===== config.mk =====
export PLATFORM = sky130hd
export DESIGN_NAME = bk_adder_sched_flat
export DESIGN_NICKNAME = d
export VERILOG_FILES = /design/src/rtl/bk_adder_sched_if.sv /design/src/rtl/bk_adder_sched.sv /design/src/flat_wrapper.sv
export SDC_FILE = /design/constraint.sdc
export NUM_CORES = 1
export LEC_CHECK = 0
export BUFFER_PORTS_ARGS = -buffer_cell sky130_fd_sc_hd__clkbuf_2
export CAP_MARGIN = 20
export CORE_ASPECT_RATIO = 0.9
export CORE_UTILIZATION = 45
export CTS_CLUSTER_DIAMETER = 80
export DETAILED_ROUTE_END_ITERATION = 8
export PLACE_DENSITY_LB_ADDON = 0.2
export RECOVER_POWER = 100
export SKIP_LAST_GASP = 1
export SYNTH_ARGS = -nofsm -noshare
export SYNTH_HDL_FRONTEND = slang
export SYNTH_SLANG_ARGS = --single-unit

===== constraint.sdc =====
create_clock -name clk -period 5.8 [get_ports clk]
set_input_delay 0.87 -clock clk [delete_from_list [all_inputs] [get_ports clk]]
set_output_delay 0.87 -clock clk [all_outputs]
set_load 0.005 [all_outputs]

===== src/rtl/bk_adder_sched_if.sv =====
// Client-side bundle for the shared-adder scheduler: per-requester operand ports and the result port.
interface bk_adder_sched_if #(
    parameter int unsigned NREQ = 4,
    parameter int unsigned W    = 12
);
    localparam int unsigned IDW = (NREQ > 1) ? $clog2(NREQ) : 1;

    logic [NREQ-1:0]   req_valid;
    logic [NREQ*W-1:0] req_a;
    logic [NREQ*W-1:0] req_b;
    logic [NREQ-1:0]   req_last;
    logic [NREQ-1:0]   req_ready;
    logic              rsp_valid;
    logic              rsp_ready;
    logic [W:0]        rsp_sum;
    logic [IDW-1:0]    rsp_id;
    logic              rsp_last;

    modport master (
        output req_valid, req_a, req_b, req_last, rsp_ready,
        input  req_ready, rsp_valid, rsp_sum, rsp_id, rsp_last
    );

    modport slave (
        input  req_valid, req_a, req_b, req_last, rsp_ready,
        output req_ready, rsp_valid, rsp_sum, rsp_id, rsp_last
    );
endinterface


===== src/rtl/bk_adder_sched.sv =====
// Round-robin scheduler sharing one external combinational 12-bit adder among NREQ requesters,
// with burst locking and a two-stage operand/response pipeline.
module bk_adder_sched #(
    parameter int unsigned NREQ = 4,
    parameter int unsigned W    = 12
) (
    input  logic               clk,
    input  logic               rst,
    bk_adder_sched_if.slave    bus,
    output logic [2*W-1:0]     add_in,
    input  logic [W:0]         add_out,
    output logic               busy
);
    localparam int unsigned IDW = (NREQ > 1) ? $clog2(NREQ) : 1;

    typedef enum logic {
        ST_OPEN,
        ST_LOCKED
    } state_t;

    typedef struct packed {
        logic [W-1:0]   a;
        logic [W-1:0]   b;
        logic [IDW-1:0] id;
        logic           last;
    } beat_t;

    state_t         state, state_nxt;
    logic [IDW-1:0] rr_ptr, rr_ptr_nxt;
    logic [IDW-1:0] lock_id, lock_id_nxt;

    logic           s1_v;
    beat_t          s1;

    logic           rsp_valid_q;
    logic [W:0]     rsp_sum_q;
    logic [IDW-1:0] rsp_id_q;
    logic           rsp_last_q;

    logic            s2_go, s1_go, can_accept;
    logic [NREQ-1:0] grant;
    logic [NREQ-1:0] ready_c;
    logic            acc;
    logic [IDW-1:0]  acc_id;
    beat_t           acc_beat;
    logic            found;
    int unsigned     idx;

    assign s2_go      = !rsp_valid_q || bus.rsp_ready;
    assign s1_go      = s1_v && s2_go;
    assign can_accept = !s1_v || s1_go;

    // Grant selection: cyclic search from rr_ptr when open, lock owner only when locked.
    always_comb begin
        grant = '0;
        found = 1'b0;
        idx   = 0;
        if (state == ST_LOCKED) begin
            grant[lock_id] = 1'b1;
        end else begin
            for (int unsigned off = 0; off < NREQ; off++) begin
                idx = (32'(rr_ptr) + off) % NREQ;
                if (!found && bus.req_valid[IDW'(idx)]) begin
                    grant[IDW'(idx)] = 1'b1;
                    found            = 1'b1;
                end
            end
        end
    end

    assign ready_c       = (can_accept && !rst) ? (grant & bus.req_valid) : '0;
    assign bus.req_ready = ready_c;
    assign acc           = |ready_c;

    // Mux the granted requester's beat onto the S1 load path.
    always_comb begin
        acc_id   = '0;
        acc_beat = '0;
        for (int i = 0; i < int'(NREQ); i++) begin
            if (ready_c[i]) begin
                acc_id        = IDW'(i);
                acc_beat.a    = bus.req_a[i*W +: W];
                acc_beat.b    = bus.req_b[i*W +: W];
                acc_beat.id   = IDW'(i);
                acc_beat.last = bus.req_last[i];
            end
        end
    end

    always_ff @(posedge clk or posedge rst) begin
        if (rst) begin
            state   <= ST_OPEN;
            rr_ptr  <= '0;
            lock_id <= '0;
        end else begin
            state   <= state_nxt;
            rr_ptr  <= rr_ptr_nxt;
            lock_id <= lock_id_nxt;
        end
    end

    always_comb begin
        state_nxt   = state;
        rr_ptr_nxt  = rr_ptr;
        lock_id_nxt = lock_id;
        if (acc) begin
            rr_ptr_nxt  = (acc_id == IDW'(NREQ - 1)) ? '0 : acc_id + IDW'(1);
            lock_id_nxt = acc_id;
            state_nxt   = acc_beat.last ? ST_OPEN : ST_LOCKED;
        end
    end

    // S1: operand registers feeding the adder.
    always_ff @(posedge clk or posedge rst) begin
        if (rst) begin
            s1_v <= 1'b0;
            s1   <= '0;
        end else if (acc) begin
            s1_v <= 1'b1;
            s1   <= acc_beat;
        end else if (s1_go) begin
            s1_v <= 1'b0;
        end
    end

    // S2: response registers; hold while the consumer stalls.
    always_ff @(posedge clk or posedge rst) begin
        if (rst) begin
            rsp_valid_q <= 1'b0;
            rsp_sum_q   <= '0;
            rsp_id_q    <= '0;
            rsp_last_q  <= 1'b0;
        end else if (s1_go) begin
            rsp_valid_q <= 1'b1;
            rsp_sum_q   <= add_out;
            rsp_id_q    <= s1.id;
            rsp_last_q  <= s1.last;
        end else if (bus.rsp_ready) begin
            rsp_valid_q <= 1'b0;
        end
    end

    always_comb begin
        add_in = '0;
        for (int k = 0; k < int'(W); k++) begin
            add_in[2*k]   = s1.a[k];
            add_in[2*k+1] = s1.b[k];
        end
    end

    assign bus.rsp_valid = rsp_valid_q;
    assign bus.rsp_sum   = rsp_sum_q;
    assign bus.rsp_id    = rsp_id_q;
    assign bus.rsp_last  = rsp_last_q;
    assign busy          = s1_v || rsp_valid_q || (state == ST_LOCKED);

endmodule


===== src/flat_wrapper.sv =====
// flat-port wrapper written by rule: the top's interface ports become plain ports
module bk_adder_sched_flat 
#(
    parameter int unsigned NREQ = 4,
    parameter int unsigned W    = 12
)
  (clk, rst, add_in, add_out, busy, bus_req_valid, bus_req_a, bus_req_b, bus_req_last, bus_rsp_ready, bus_req_ready, bus_rsp_valid, bus_rsp_sum, bus_rsp_id, bus_rsp_last);
  bk_adder_sched_if #(.NREQ(NREQ), .W(W)) bus_i ();
  input  logic clk;
  input  logic rst;
  output logic [2*W-1:0] add_in;
  input  logic [W:0] add_out;
  output logic busy;
  input wire logic [$bits(bus_i.req_valid)-1:0] bus_req_valid;
  input wire logic [$bits(bus_i.req_a)-1:0] bus_req_a;
  input wire logic [$bits(bus_i.req_b)-1:0] bus_req_b;
  input wire logic [$bits(bus_i.req_last)-1:0] bus_req_last;
  input wire logic [$bits(bus_i.rsp_ready)-1:0] bus_rsp_ready;
  output wire logic [$bits(bus_i.req_ready)-1:0] bus_req_ready;
  output wire logic [$bits(bus_i.rsp_valid)-1:0] bus_rsp_valid;
  output wire logic [$bits(bus_i.rsp_sum)-1:0] bus_rsp_sum;
  output wire logic [$bits(bus_i.rsp_id)-1:0] bus_rsp_id;
  output wire logic [$bits(bus_i.rsp_last)-1:0] bus_rsp_last;
  assign bus_i.req_valid = bus_req_valid;
  assign bus_i.req_a = bus_req_a;
  assign bus_i.req_b = bus_req_b;
  assign bus_i.req_last = bus_req_last;
  assign bus_i.rsp_ready = bus_rsp_ready;
  assign bus_req_ready = bus_i.req_ready;
  assign bus_rsp_valid = bus_i.rsp_valid;
  assign bus_rsp_sum = bus_i.rsp_sum;
  assign bus_rsp_id = bus_i.rsp_id;
  assign bus_rsp_last = bus_i.rsp_last;
  bk_adder_sched #(.NREQ(NREQ), .W(W)) u_core (.clk(clk), .rst(rst), .bus(bus_i), .add_in(add_in), .add_out(add_out), .busy(busy));
endmodule

==> impl_metrics.json <==
{
  "synth_top_area_frac": 0.365,
  "cp.required_ns": 6.03,
  "min_path_cells": 2,
  "cp_slowest_stage_delay_ns": 0.77,
  "worstPathArrival_ns": 4.51,
  "reg2reg_depth": 10,
  "powerDensity_nw_per_um2": 459,
  "synth_top_family_by_area": "compound AO/OA/AOI/OAI gates",
  "synth_nets": 467,
  "dp_hpwl_mm": 5.91,
  "grt_pass1_vias": 2822,
  "post-synth-top-area-cell": "dfrtp_1",
  "fin_crit_ns": 4.28,
  "ir_drop_v": 0.000174,
  "rrSetupSlack_ns": 1.52,
  "netlist_instances": 340,
  "grt_pass1_wl_mm": 13.0,
  "initial_utilization": 0.465,
  "critPathSlowestCell": "nor4_4",
  "cts_hold_buf": 0,
  "grt-ovfl-total": 0,
  "ys_types": 51,
  "synth-adder-area-share": 0.0266,
  "numCtsBuffers": 5,
  "regToRegEndpoint": "u_core.add_in[23]$_DFFE_PP0P_",
  "drtAntennaViolNets": 0,
  "cts.path.max_buffers": 2,
  "drtIter0Drc": 115,
  "yosys_register_bits": 48,
  "synth_simple_gate_area_frac": 0.122,
  "period_share": 0.738,
  "crit_type": "reg -> reg",
  "portBuffers": 165,
  "power_mw": 1.82,
  "critPathMaxFanout": 17,
  "layout_commonest_cell": "clkbuf_2",
  "insertion_delay_ns": 0.30,
  "cts_sinks": 48,
  "grt.total_usage": 0.211,
  "failed_checks": "capacitance limit, slew limit",
  "nets": 597,
  "fmax_mhz": 234,
  "worstPathCellList": "inv_1 > ha_1 > mux4_2 > nor2b_1 > a22o_1 > o31ai_1 > inv_1 > nor4_4 > clkbuf_1 > a22o_1",
  "layout_common_cells": "143 x clkbuf_2, 57 x inv_1, 48 x dfrtp_1",
  "synth-main-ff-cell": "dfrtp_1",
  "rows": 29,
  "avgSynthCellArea_um2": 9.68,
  "cts_tree": "yes",
  "cts.repair.resized": 0,
  "yosys_warnings": 0,
  "drt-wirelength-per-cell_um": 14.0,
  "diodes": 0,
  "clk_pin_slew_ns": 0.10,
  "synth.area.top_cells": "dfrtp_1 36%, a22o_1 6.7%, buf_4 6.4%",
  "routabilityCongestion": 0.879,
  "drt_pre_antenna_iters": 4,
  "synth_compound_area_frac": 0.251,
  "synthXorXnorAreaFrac": 0,
  "leakagePower_nw": 2.07,
  "slew_violations": 38,
  "min_from": "u_core.bus.rsp_id[1]$_DFFE_PP0P_",
  "status": "finished with violations",
  "worstMarginPinSlew_ns": 1.96,
  "rsz0062_at_grt": "no",
  "root_buffer": "clkbuf_8",
  "die_w_um": 92.2,
  "reg2reg_from": "u_core.rr_ptr[0]$_DFFE_PP0P_",
  "synth_edf_count": 0,
  "start_kind": "flip-flop",
  "cap_viol_max_count": 1,
  "ios": 166,
  "area_growth_pct": 20.3,
  "ys_seq_area_frac": 0.365,
  "drcViolationCount": 0,
  "skew_ns": 0.00912,
  "syn-cell-area_um2": 3290,
  "setup_tns_ns": 0,
  "antenna_found_initial": 0,
  "post_cts_buffers": 0,
  "min_path_type": "reg -> reg",
  "muxShareOfSynthArea": 0.0650,
  "hold_path_end": "u_core.bus.rsp_id[1]$_DFFE_PP0P_",
  "grt_max_degree": 57,
  "die-area_um2": 7660,
  "drt-total-wl_mm": 7.91,
  "hold_violations": 0,
  "slew_headroom": -0.308,
  "core_um2": 7080,
  "synth_async_sr_flop_share": 1.00,
  "htreeDepth": 2,
  "final-setup-viol-count": 0,
  "die_y_um": 83.1,
  "via_per_inst": 5.07,
  "worstSetupEndpointType": "flip-flop",
  "vias": 2862,
  "layout-drive-gt1-share": 0.376
}
[stage by stage]
| stage | util | area [um^2] | hold slack (ns) | setup WS (ns) | instances |
|---|---|---|---|---|---|
| detailed placement | 0.551 | 3900 | 0.478 | 1.89 | 555 |
| CTS | 0.567 | 4010 | 0.500 | 1.83 | 563 |
| global route | 0.560 | 3960 | 0.534 | 1.09 | 564 |
| global placement | 0.551 | 3900 | 0.465 | 1.89 | 555 |
| finish | 0.560 | 3960 | 0.497 | 1.52 | 564 |
| floorplan | - | 3290 | 0.460 | 2.63 | 340 |
[power breakdown]
part	internal (mW)	switching (mW)
clock	0.128	0.115
sequential	0.510	0.129
combinational	0.469	0.467
[state kept, by name (all words and copies together), names as in the netlist]
register	flops
u_core.bus.rsp_sum	13
u_core.lock_id	1
u_core.bus.rsp_id	2
u_core.state	1
u_core.bus.rsp_valid	1
u_core.add_in	24
u_core.rr_ptr	2
u_core.s1	2
u_core.s1_v	1
u_core.bus.rsp_last	1
[cells by family after synthesis]
| logic type | after synthesis |
|---|---|
| mux | 17 |
| fa+ha+maj | 7 |
| flops | 48 |
| compound gates | 103 |
| buf+inv | 102 |
| simple gates | 63 |
[worst max path at each step]
stage / start / to / slack (ns)
3_3_place_gp: u_core.rr_ptr[0]$_DFFE_PP0P_ / u_core.state$_DFFE_PP0P_ / 1.89
5_1_grt: u_core.rr_ptr[0]$_DFFE_PP0P_ / u_core.state$_DFFE_PP0P_ / 1.09
3_5_place_dp: u_core.rr_ptr[0]$_DFFE_PP0P_ / u_core.state$_DFFE_PP0P_ / 1.89
6_report: u_core.rr_ptr[0]$_DFFE_PP0P_ / u_core.add_in[23]$_DFFE_PP0P_ / 1.52
4_1_cts: u_core.rr_ptr[0]$_DFFE_PP0P_ / u_core.rr_ptr[0]$_DFFE_PP0P_ / 1.83
2_1_floorplan: bus_req_valid[0] / bus_req_ready[2] / 2.63
[synthesized netlist by cell type, types with 3 or more instances]
cell type,number
dfrtp_1,48
inv_1,56
o21ai_0,9
a22o_1,25
mux2_2,14
nand2_1,9
o221ai_1,24
buf_4,28
buf_2,5
a21oi_1,24
nor2b_1,3
nand2b_1,29
and3_1,3
buf_6,9
ha_1,7
[per-layer routing]
| metal | share of wire | vias up | global-route usage |
|---|---|---|---|
| li1 | - | 1428 | - |
| met1 | 0.45 | 1291 | 0.278 |
| met2 | 0.46 | 135 | 0.352 |
| met3 | 0.074 | 8 | 0.0449 |
| met4 | 0.011 | 0 | 0.0540 |
| met5 | 0 | - | 0 |
[final cells by class]
type,count,area [um^2]
Fill cell,674,3110
Inverter,57,214
Sequential cell,48,1200
Multi-Input combinational cell,190,1510
Clock buffer,5,68.8
Clock inverter,3,42.5
Tap cell,93,116
Timing Repair Buffer,168,813
[worst max-delay path, delay by kind of cell (launching register included)]
family                     cells  cell delay, ns
DFF                            1            0.64
AOI/OAI and AO/OA              3            0.84
and+or+nand+nor                2            0.94
muxes                          1            0.35
adders and majority gates      1            0.38
buffers and inverters          3            1.05
(Power assumes the default switching activity.)
